**src/rtl/fpadd_pkg.sv**
```systemverilog
// rtl/fpadd_pkg.sv - shared widths and latency constants for the FP adder system
package fpadd_pkg;

    localparam int FP_W           = 32;
    localparam int CAPTURE_DEPTH  = 16;
    // Operand register plus adder stages; fpadd_pipelined and the capture side both key off this.
    localparam int FPADD_PIPE_LAT = 5;

    function automatic int addr_width(input int depth);
        int w;
        w = 0;
        while ((1 << w) < depth) w++;
        return w;
    endfunction

endpackage

```
**src/rtl/fpadd_result_capture_delay.sv**
```systemverilog
// rtl/fpadd_result_capture_delay.sv - pulse_delay_line: N-stage single-bit strobe delay with async reset
module pulse_delay_line #(
    parameter int N = 5
) (
    input  logic clk,
    input  logic rst,
    input  logic d,
    output logic q
);

    logic [N-1:0] stages;

    always_ff @(posedge clk or posedge rst) begin
        if (rst) begin
            stages <= '0;
        end else begin
            stages[0] <= d;
            for (int i = 1; i < N; i++) begin
                stages[i] <= stages[i-1];
            end
        end
    end

    assign q = stages[N-1];

endmodule

```
**src/rtl/fpadd_result_capture.sv**
```systemverilog
// rtl/fpadd_result_capture.sv - captures delayed fpadd results into a readback buffer
// Optional circular-buffer mode: define FPADD_CAPTURE_WRAP_EN.
module fpadd_result_capture
    import fpadd_pkg::*;
#(
    parameter int DEPTH    = CAPTURE_DEPTH,
    parameter int AW       = 4,
    parameter int PIPE_LAT = FPADD_PIPE_LAT
) (
    input  logic            clk,
    input  logic            rst,
    input  logic            button,
    input  logic [FP_W-1:0] fp_in,
    input  logic [AW-1:0]   rd_addr,
    output logic [FP_W-1:0] rd_data,
    output logic [FP_W-1:0] last_result,
    output logic [AW:0]     count,
    output logic            full,
    output logic            overflow,
    output logic            capture_pulse
);

    localparam logic [AW:0] COUNT_MAX = (AW+1)'(DEPTH);

    logic [FP_W-1:0] mem [DEPTH];
    logic [AW-1:0]   wr_ptr;
    logic            capture;
    logic            wr_en;
    logic            wr_done;

    pulse_delay_line #(.N(PIPE_LAT)) u_delay (
        .clk (clk),
        .rst (rst),
        .d   (button),
        .q   (capture)
    );

    assign full = (count == COUNT_MAX);

`ifdef FPADD_CAPTURE_WRAP_EN
    // When full, wr_ptr already points at the oldest entry, so overwriting it keeps order.
    assign wr_en    = capture;
    assign overflow = 1'b0;
`else
    assign wr_en = capture && !full;

    always_ff @(posedge clk or posedge rst) begin
        if (rst) begin
            overflow <= 1'b0;
        end else if (capture && full) begin
            overflow <= 1'b1;
        end
    end
`endif

    always_ff @(posedge clk) begin
        if (wr_en) begin
            mem[wr_ptr] <= fp_in;
        end
    end

    always_ff @(posedge clk or posedge rst) begin
        if (rst) begin
            rd_data       <= '0;
            last_result   <= '0;
            count         <= '0;
            wr_ptr        <= '0;
            wr_done       <= 1'b0;
            capture_pulse <= 1'b0;
        end else begin
            rd_data       <= mem[rd_addr];
            wr_done       <= wr_en;
            capture_pulse <= wr_done;
            if (wr_en) begin
                last_result <= fp_in;
                wr_ptr      <= wr_ptr + 1'b1;
                if (!full) begin
                    count <= count + 1'b1;
                end
            end
        end
    end

endmodule

```
**config.mk**
```make
export PLATFORM = sky130hd
export DESIGN_NAME = fpadd_result_capture
export DESIGN_NICKNAME = d
export VERILOG_FILES = /design/src/rtl/fpadd_pkg.sv /design/src/rtl/fpadd_result_capture_delay.sv /design/src/rtl/fpadd_result_capture.sv
export SDC_FILE = /design/constraint.sdc
export NUM_CORES = 1
export LEC_CHECK = 0
export BUFFER_PORTS_ARGS = -buffer_cell sky130_fd_sc_hd__buf_2
export CORE_UTILIZATION = 50
export CTS_CLUSTER_SIZE = 10
export DETAILED_ROUTE_END_ITERATION = 10
export PLACE_DENSITY = 0.74
export SLEW_MARGIN = 20
export SYNTH_ARGS = -nofsm -noshare
export SYNTH_HDL_FRONTEND = slang
export SYNTH_SLANG_ARGS = --single-unit
```
**constraint.sdc**
```tcl
create_clock -name clk -period 4.9 [get_ports clk]
set_input_delay 0 -clock clk [delete_from_list [all_inputs] [get_ports clk]]
set_output_delay 0 -clock clk [all_outputs]
set_load 0.05 [all_outputs]
```
==> summary.md, run 1 <==
| Metric | Value |
|---|---|
| Status | `complete, no violations` |
| Number of synthesis warnings | `0` |
| Reg-to-Reg End | `mem[9][7]` |
| # fillers | `3037` |
| Internal | `0.009349 W` |
| Initial antenna violation count | `1` |
| Hold WS | `0.03214 ns` |
| Clock skew | `0.02229 ns` |
| Worst Hold Class | `in2async` |
| Post-layout util | `59.26%` |
| Sw Share | `25.09%` |
| ANT nets after route | `0` |
| Die Ht | `211.3 um` |
| Die area | `44670 um^2` |
| Tot GR Track Use | `20.21%` |
| Required time worst endpoint | `5.09 ns` |
| Worst Setup End Kind | `register` |
| Fin crit share | `57.01%` |
| Slew Viols, Final | `0` |
| CTS H-tree lvls | `3` |
| Reg power frac | `50.0%` |
| Final Hold Vio Count | `0` |
| Crit start category | `register` |
| Detail Placement HPWL | `22360 um` |
| Buffers on Ports | `110` |
| Setup WS pre-CTS | `2.103 ns` |
| Remaining DRCs | `0` |
| Detailed-route via count | `10210` |
| Clock latency on the worst-skew pair | `0.58 ns` |
| Post-Syn Instances | `954` |
| Worst-Margin Slew | `1.126 ns` |
| Mapped cell area | `21910 um^2` |
| Core Region | `43170 um^2` |
| GRT Residual Overflow | `0` |
| Crit path DAT | `2.98 ns` |
| Max clock buf depth | `3` |
| Fraction of layout cells with a size suffix above 1 | `32.21%` |
| CTS Buf Count | `69` |
| Commonest cells after routing, fill and taps aside | `edfxtp_1, mux4_2, buf_2, dfrtp_1, clkbuf_16` |
| Average cell area after synthesis | `22.97 um^2` |
| RSZ-0062 raised after global routing | `false` |
| Net switching power figure | `0.003131 W` |
| Vias per cell | `5.757` |
| Max Cap Violations | `0` |
| CP Class | `reg2reg` |
| CP max-delay cell | `and4b_2` |
| Crit-path cells | `inv_1, ha_1, nand4bb_1, nand2_1, inv_2, and4b_2` |
| Total Wirelength | `43280 um` |
| Post-Syn Nets | `999` |
| Initial Util | `50.76%` |
| # Post-CTS Setup Buffers | `0` |
| Fmax | `358.0 MHz` |
| Root Buffer | `clkbuf_16` |
| Ant diodes | `0` |
| FF-to-FF path depth | `6` |
| IO Count | `111` |
| Vias in the first global route | `10880` |
| Fin crit period | `2.794 ns` |
| Post-cts resize count | `0` |
| Clock-pin slew on the worst setup and hold paths | `0.05 ns` |
| First drt pass iteration count | `5` |
| Combinational group share of total power | `12.3%` |
| CP Max Fanout | `32` |
| Peak supply drop | `279.1 uV` |
| Die width | `211.3 um` |
| Flop and latch count out of synthesis | `593` |
| Rows | `76` |
| Nets | `1180` |
| First-pass GRT wire length | `66270 um` |
| CTS tree | `built` |
| Gpl congestion | `0.7337` |
| Power Density | `487.9 nW/um^2` |
| CTS sink cnt | `593` |
| Slew Limit Headroom | `24.80%` |
| CTS Hold Bufs | `34` |
| Wirelength per Cell | `24.40 um` |
| Largest net degree at the start of global routing | `80` |
| Slowest stage delay, CP | `0.96 ns` |
| Sequential share of the synthesized area | `79.42%` |
| DR iter-0 viols | `829` |
| Final setup fails | `0` |
| Flop-to-flop setup slack | `2.11 ns` |
| Tot Pwr | `0.01248 W` |
| RR Startpoint | `count[0]` |
| Synth cell types | `25` |
| Leak | `8.669 nW` |
| Clock network power share | `37.6%` |
| Area growth, synth to finish | `16.75%` |
| Commonest non-fill, non-tap cell in the layout | `edfxtp_1` |
| PnR worst setup slack | `2.106 ns` |
==> worst max-delay path by stage <==
stage | to | start
after global routing | mem[7][13] | count[0]
after global placement | mem[6][8] | count[0]
after detailed placement | mem[6][6] | count[0]
after CTS | mem[6][6] | count[0]
after floorplan | mem[0][0] | count[0]
final | mem[9][7] | count[0]
==> critical path: cells and delay by family (launching register included) <==
kind	cells	cell delay, ns
adder cells (fa/ha/maj)	1	0.21
AND/OR/NAND/NOR	3	1.48
flip-flops	1	0.38
buffers and inverters	2	0.31
==> synthesized netlist by cell type (all sizes together) <==
cell	instances	area, um^2
inv	7	26.28
clkbuf	20	75.07
a22oi	64	480.5
nand4bb	1	11.26
a21o	1	7.510
and4b	8	80.08
dfrtp	81	2027
edfxtp	512	15370
nor4b	4	35.03
nand4	3	18.77
mux4	128	2883
nor2b	2	12.51
nand2	33	123.9
and4	4	35.03
nor2	1	3.750
nand3	4	20.02
buf	32	178.9
o21ai	2	10.01
mux2	32	360.4
xnor2	7	61.31
ha	6	75.07
and2	2	12.51
==> stage by stage <==
step	cell area, um^2	std cells	TNS (ns)
after floorplan	21920	954	-35.51
after global placement	23170	1614	0
after detailed placement	23170	1614	0
after CTS	25550	1773	0
after global routing	25580	1774	0
final	25580	1774	0
==> sequential cells by signal, indices dropped and copies added (netlist names) <==
register / cells
mem: 512
rd_data: 32
wr_done: 1
capture_pulse: 1
last_result: 32
u_delay.stages: 5
count: 5
wr_ptr: 4
overflow: 1
==> power groups by stage <==
| stage | registers (W) | clock network (W) | logic (W) |
|---|---|---|---|
| 5_1_grt | 0.00629 | 0.00499 | 0.00164 |
| 3_5_place_dp | 0.00634 | 0 | 0.00154 |
| 2_1_floorplan | 0.00667 | 0 | 0.000686 |
| 6_report | 0.00625 | 0.00470 | 0.00154 |
| 3_3_place_gp | 0.00630 | 0 | 0.00150 |
| 4_1_cts | 0.00625 | 0.00478 | 0.00156 |
==> logic make-up (layout without fill, tap and decap cells) <==
| group | after synthesis | count (layout) | share of synthesized area (%) |
|---|---|---|---|
| flops | 593 | 593 | 79.42 |
| mux | 160 | 160 | 14.80 |
| compound gates | 67 | 67 | 2.273 |
| simple gates | 62 | 62 | 1.610 |
| buf+inv | 59 | 294 | 1.279 |
| xor+xnor | 7 | 7 | 0.2798 |
| fa+ha+maj | 6 | 6 | 0.3426 |
==> cell type report <==
class | count | area [um^2] | share of cell area, %
clock buffer | 124 | 2018 | 7.889
timing repair buffer | 162 | 1070 | 4.182
tap | 585 | 732.0 | 2.861
clock inverter | 1 | 30.03 | 0.1174
sequential | 593 | 17400 | 68.02
inverter | 7 | 28.78 | 0.1125
multi-input combinational | 302 | 4302 | 16.82
==> metal layers <==
metal,routed length [um],global-route usage [%]
met3,2551,3.026
met1,18150,28.01
met2,21780,33.45
met5,0,0
met4,807,6.272
Note: power is estimated with default switching activity, not from simulation.
==> run 2: changes to the inputs <==
clock period = 2.3 ns   (was 4.9 ns; I/O delays follow)
==> run 2 against run 1 <==
  * Combinational power up 140%
  * Register-to-register slack worse by 2.0 ns
  * Cell count up 2.0%
  * Hold slack better by 0.037 ns
  * Worst setup slack worse by 2.0 ns
  * Count of clock-buffer cells in the layout down 6
  * Critical endpoint is now mem[4][17]
==> summary.md, run 2 (same netlist as run 1, synthesis figures left out) <==
| Metric | Value |
|---|---|
| Status | `complete, no violations` |
| CP max-delay cell | `dfrtp_2` |
| Fin crit share | `95.46% (+38 points)` |
| Fraction of layout cells with a size suffix above 1 | `35.27% (+3.1 points)` |
| Final setup fails | `0 (unchanged)` |
| Worst Hold Class | `in2async` |
| # Post-CTS Setup Buffers | `0 (unchanged)` |
| Clock skew | `0.01895 ns (-0.003344 ns)` |
| Tot Pwr | `0.02689 W (+120%)` |
| Reg-to-Reg End | `mem[4][17]` |
| Sw Share | `25.59% (+0.50 points)` |
| Setup TNS | `0 ns (unchanged)` |
| Clock latency on the worst-skew pair | `0.58 ns (about the same)` |
| Wirelength per Cell | `27.38 um (+12%)` |
| Initial Util | `50.76% (unchanged)` |
| IO Count | `111 (unchanged)` |
| Root Buffer | `clkbuf_16` |
| Flop-to-flop setup slack | `0.10 ns (-2.00 ns)` |
| CP endpoint | `mem[4][17]` |
| Slew Limit Headroom | `39.31% (+15 points)` |
| Largest net degree at the start of global routing | `82 (+2.5%)` |
| Detail Placement HPWL | `29320 um (+31%)` |
| Ant diodes | `0 (unchanged)` |
| Vias per cell | `5.845 (+1.5%)` |
| Clock-pin slew on the worst setup and hold paths | `0.05 ns (about the same)` |
| Die Ht | `211.3 um (unchanged)` |
| Rows | `76 (unchanged)` |
| Internal | `0.02001 W (+110%)` |
| Crit path DAT | `2.50 ns (-0.48 ns)` |
| Worst Setup End Kind | `register` |
| RR Startpoint | `count[0]` |
| Net switching power figure | `0.006882 W (+120%)` |
| Post-layout util | `60.61% (+1.4 points)` |
| CTS sink cnt | `593 (unchanged)` |
| Leak | `8.932 nW (+3.0%)` |
| Commonest non-fill, non-tap cell in the layout | `edfxtp_1` |
| Max FFs per register | `512 (unchanged)` |
| Worst-Margin Slew | `0.9103 ns (-0.2154 ns)` |
| Gpl congestion | `0.7699 (+4.9%)` |
| Slew Viols, Final | `0 (unchanged)` |
| Required time worst endpoint | `2.60 ns (-2.49 ns)` |
| Initial antenna violation count | `1 (unchanged)` |
| ANT nets after route | `0 (unchanged)` |
| Nets | `1222 (+3.6%)` |
| Combinational group share of total power | `13.9% (+1.6 points)` |
| CTS Buf Count | `69 (unchanged)` |
| Die area | `44670 um^2 (unchanged)` |
| GRT Residual Overflow | `0 (unchanged)` |
| Max Cap Violations | `0 (unchanged)` |
| CTS H-tree lvls | `3 (unchanged)` |
| CP Max Fanout | `19 (-41%)` |
| Slowest stage delay, CP | `0.43 ns (-0.53 ns)` |
| Die width | `211.3 um (unchanged)` |
| Crit-path cells | `inv_2, ha_2, nand4bb_1, nand2_8, clkinv_2, and4b_4, buf_4` |
| FF-to-FF path depth | `7 (+1)` |
| CTS tree | `built` |
| DR iter-0 viols | `1153 (+39%)` |
| Fin crit period | `2.196 ns (-0.5979 ns)` |
| Commonest cells after routing, fill and taps aside | `edfxtp_1, mux4_2, buf_2, dfrtp_1, clkbuf_16` |
| Fmax | `455.5 MHz (+27%)` |
| Vias in the first global route | `10800 (-0.77%)` |
| Final Hold Vio Count | `0 (unchanged)` |
| Tot GR Track Use | `23.10% (+2.9 points)` |
| RSZ-0062 raised after global routing | `false` |
| Setup crit start | `count[0]` |
| Clock network power share | `36.4% (-1.2 points)` |
| Biggest register | `mem` |
| First-pass GRT wire length | `72690 um (+9.7%)` |
| Power Density | `1028 nW/um^2 (+110%)` |
| Peak supply drop | `631.0 uV (+130%)` |
| Total Wirelength | `49550 um (+14%)` |
| Reg power frac | `49.7% (-0.3 points)` |
| Biggest regs | `mem: 512 flops, last_result: 32 flops, rd_data: 32 flops` |
| Max clock buf depth | `3 (unchanged)` |
| Core Region | `43170 um^2 (unchanged)` |
| First drt pass iteration count | `5 (unchanged)` |
| Buffers on Ports | `110 (unchanged)` |
| Area growth, synth to finish | `19.42%` |
| Remaining DRCs | `0 (unchanged)` |
| Crit start category | `register` |
| Detailed-route via count | `10580 (+3.6%)` |
| CP Class | `reg2reg` |
[run 2: cell type report]
class                   count  area, um^2
clock buffers             118        2006
inverters                   7       30.03
flip-flops and latches    593       17410
multi-input cells         302        4372
fillers                  2952       17000
well taps                 585       732.0
repair buffers            204        1619
clock inverters             1       3.754
[run 2: how the worst min path moves through the flow]
stage | endpoint | slack (ns) | start | depth (start not counted)
after detailed placement | u_delay.stages[0] | 0.11 | button | 1
after global placement | u_delay.stages[0] | 0.11 | button | 1
final | last_result[31] | 0.07 | rst | 4
after CTS | u_delay.stages[0] | 0.04 | button | 2
after global routing | u_delay.stages[0] | 0.05 | button | 2
after floorplan | u_delay.stages[0] | 0.03 | button | 0
[run 2: power groups by stage]
stage / clock (W) / combinational (W) / sequential [W]
2_1_floorplan: 0 / 0.00160 / 0.0142
3_3_place_gp: 0 / 0.00367 / 0.0135
3_5_place_dp: 0 / 0.00370 / 0.0136
4_1_cts: 0.00995 / 0.00377 / 0.0134
5_1_grt: 0.0104 / 0.00392 / 0.0135
6_report: 0.00980 / 0.00373 / 0.0134
[run 2: routing by layer]
| metal | share of wire [%] | global-route usage [%] | up-vias |
|---|---|---|---|
| met5 | 0 | 0 | - |
| li1 | - | - | 4438 |
| met1 | 40 | 32.59 | 5589 |
| met3 | 9.3 | 4.866 | 55 |
| met2 | 50 | 37.08 | 498 |
| met4 | 1.6 | 5.947 | 0 |
[run 2: repair_timing]
action	CTS	global route
hold buffers	34	0
endpoints found under the setup margin	0	23
hold endpoints to repair	615	0
resized for setup	0	2
[run 2: stage by stage]
stage	instances	cell area (um^2)	worst slack, ns	hold WS [ns]
detailed placement	1657	23810	0.1244	0.1093
finish	1810	26170	0.1044	0.06896
global placement	1657	23810	0.1754	0.1079
global route	1810	26170	0.001523	0.04985
CTS	1810	26160	0.09027	0.04006
floorplan	954	22040	-0.4002	0.03143
[run 2: critical path, delay by kind of cell, from the launching register on]
family | cells | cell delay (ns)
and+or+nand+nor | 3 | 0.75
buffers and inverters | 3 | 0.57
DFF | 1 | 0.43
adders and majority gates | 1 | 0.16
==> run 3: changes to the inputs <==
CELL_PAD_IN_SITES_DETAIL_PLACEMENT = 1   (was unset)
CELL_PAD_IN_SITES_GLOBAL_PLACEMENT = 2   (was unset)
CORE_MARGIN = 8   (was unset)
CORE_UTILIZATION = 44   (was 50)
PLACE_DENSITY = 0.79   (was 0.74)
==> run 3 against run 2 <==
  * Clock skew rose by 0.0085 ns
  * Count of clock-buffer cells in the layout grew 4
  * Register-to-register slack improved by 0.03 ns
==> summary.md, run 3 (same netlist as run 1, synthesis figures left out) <==
| Metric | Value |
|---|---|
| CP Class | `reg2reg` |
| Final setup fails | `0 (unchanged)` |
| Total Wirelength | `53910 um (+8.8%)` |
| Fin crit share | `94.20% (-1.3 points)` |
| CTS H-tree lvls | `3 (unchanged)` |
| CTS tree | `built` |
| Wirelength per Cell | `28.58 um (+4.4%)` |
| Max clock buf depth | `3 (unchanged)` |
| Die width | `239.2 um (+13%)` |
| Gpl congestion | `0.7536 (-2.1%)` |
| Initial Util | `44.67% (-6.1 points)` |
| Commonest cells after routing, fill and taps aside | `edfxtp_1, mux4_2, buf_2, dfrtp_1, clkbuf_16` |
| Area growth, synth to finish | `20.17%` |
| Die area | `57200 um^2 (+28%)` |
| Detailed-route via count | `10690 (+1.1%)` |
| Core Region | `49050 um^2 (+14%)` |
| Clock-pin slew on the worst setup and hold paths | `0.06 ns (about the same)` |
| Final Hold Vio Count | `0 (unchanged)` |
| Nets | `1211 (-0.90%)` |
| IO Count | `111 (unchanged)` |
| Power Density | `1032 nW/um^2 (+0.46%)` |
| Tot Pwr | `0.02718 W (+1.1%)` |
| # fillers | `4290 (+45%)` |
| Initial antenna violation count | `0 (-1)` |
| Slew Viols, Final | `0 (unchanged)` |
| Max FFs per register | `512 (unchanged)` |
| Placed cell areas | `23920 um^2 (+0.46%)` |
| Max Cap Violations | `0 (unchanged)` |
| Worst Hold Class | `in2async` |
| Ant diodes | `0 (unchanged)` |
| Fin crit period | `2.167 ns (-0.02899 ns)` |
| GRT Residual Overflow | `0 (unchanged)` |
| Leak | `8.917 nW (-0.17%)` |
| DR iter-0 viols | `975 (-15%)` |
| Vias in the first global route | `11780 (+9.1%)` |
| Setup TNS | `0 ns (unchanged)` |
| First-pass GRT wire length | `80390 um (+11%)` |
| Crit path DAT | `2.43 ns (-0.07 ns)` |
| Commonest non-fill, non-tap cell in the layout | `edfxtp_1` |
| RSZ-0062 raised after global routing | `false` |
| Hold WS | `0.03270 ns (-0.03626 ns)` |
| Largest net degree at the start of global routing | `46 (-44%)` |
| Root Buffer | `clkbuf_16` |
| Status | `complete, no violations` |
| ANT nets after route | `0 (unchanged)` |
| Biggest register | `mem` |
| Worst-Margin Slew | `0.8695 ns (-0.04079 ns)` |
| Biggest regs | `mem: 512 flops, last_result: 32 flops, rd_data: 32 flops` |
| Vias per cell | `5.670 (-3.0%)` |
| Post-layout util | `53.68% (-6.9 points)` |
| Crit start category | `register` |
| Rows | `81 (+6.6%)` |
| CP Max Fanout | `16 (-3)` |
| Fmax | `461.6 MHz (+1.3%)` |
| Post-cts resize count | `0 (unchanged)` |
| Slew Limit Headroom | `42.03% (+2.7 points)` |
| Clock latency on the worst-skew pair | `0.59 ns (about the same)` |
| Buffers on Ports | `110 (unchanged)` |
| Clock skew | `0.02741 ns (+0.008463 ns)` |
| First drt pass iteration count | `5 (unchanged)` |
| Remaining DRCs | `0 (unchanged)` |
| Peak supply drop | `588.5 uV (-6.7%)` |
| CTS sink cnt | `593 (unchanged)` |
| Required time worst endpoint | `2.56 ns (-0.04 ns)` |
| Die Ht | `239.2 um (+13%)` |
| Fraction of layout cells with a size suffix above 1 | `34.70% (-0.57 points)` |
| Post-route cell area | `26330 um^2 (+0.63%)` |
| Tot GR Track Use | `19.25% (-3.8 points)` |
| CTS Buf Count | `70 (+1.4%)` |
| Worst Setup End Kind | `register` |
| Detail Placement HPWL | `33900 um (+16%)` |
| Flop-to-flop setup slack | `0.13 ns (+0.03 ns)` |
run 3: cell types whose count changed in the layout (fill, tap and decap cells not counted), sizes merged:
| cell | delta |
|---|---|
| buf | -12 |
| clkbuf | +4 |
| clkinv | +2 |
| inv | +3 |
run 3: per-layer routing:
layer  GRT usage (%)  vias up  share of wire, %
met2           33.35      391                53
met4           7.879        0               3.4
met3           3.343      106               5.1
met5               0        -                 0
li1                -     4428                 -
met1           23.84     5769                39
run 3: worst paths after layout:
path                                   startpoint                 to  cells past startpoint
worst min-delay path                          rst        rd_data[15]                      3
worst max register to register           count[0]        mem[11][13]                      7
worst max-delay path                     count[0]        mem[11][13]                      7
max in group asynchronous                     rst           count[1]                      4
worst min register to register  u_delay.stages[1]  u_delay.stages[2]                      0
min in group clk                       rd_addr[3]         rd_data[6]                      4
run 3: metrics by stage:
step	instances	setup slack, ns
2_1_floorplan	954	-0.4002
3_3_place_gp	1724	0.1796
3_5_place_dp	1724	0.1191
4_1_cts	1886	0.1154
5_1_grt	1886	0.03580
6_report	1886	0.1334
run 3: critical path: stages (launching register included):
cell,delay [ns]
dfrtp_2,0.39
inv_2,0.05
ha_2,0.16
nand4bb_1,0.22
nand2_8,0.11
inv_2,0.30
and4b_4,0.32
buf_4,0.28
run 3: timing repair:
item | in CTS | in global routing
hold buffers | 34 | 0
endpoints found under the hold margin | 620 | 0
setup buffers | 0 | 0
run 3: report_power, final:
part / internal [W] / leakage, nW / switching (W) / total (W)
clock: 0.00592 / 0.986 / 0.00407 / 0.0100
combinational: 0.00127 / 2.35 / 0.00254 / 0.00381
sequential: 0.0129 / 5.58 / 0.000483 / 0.0134
run 3: final cells by class:
class	instances	area (um^2)	share of cell area [%]
flip-flops and latches	593	17410	66.10
multi-input cells	302	4372	16.60
clock buffers	122	2011	7.636
repair buffers	192	1625	6.172
well taps	664	830.8	3.155
clock inverters	6	58.81	0.2233
inverters	7	28.78	0.1093
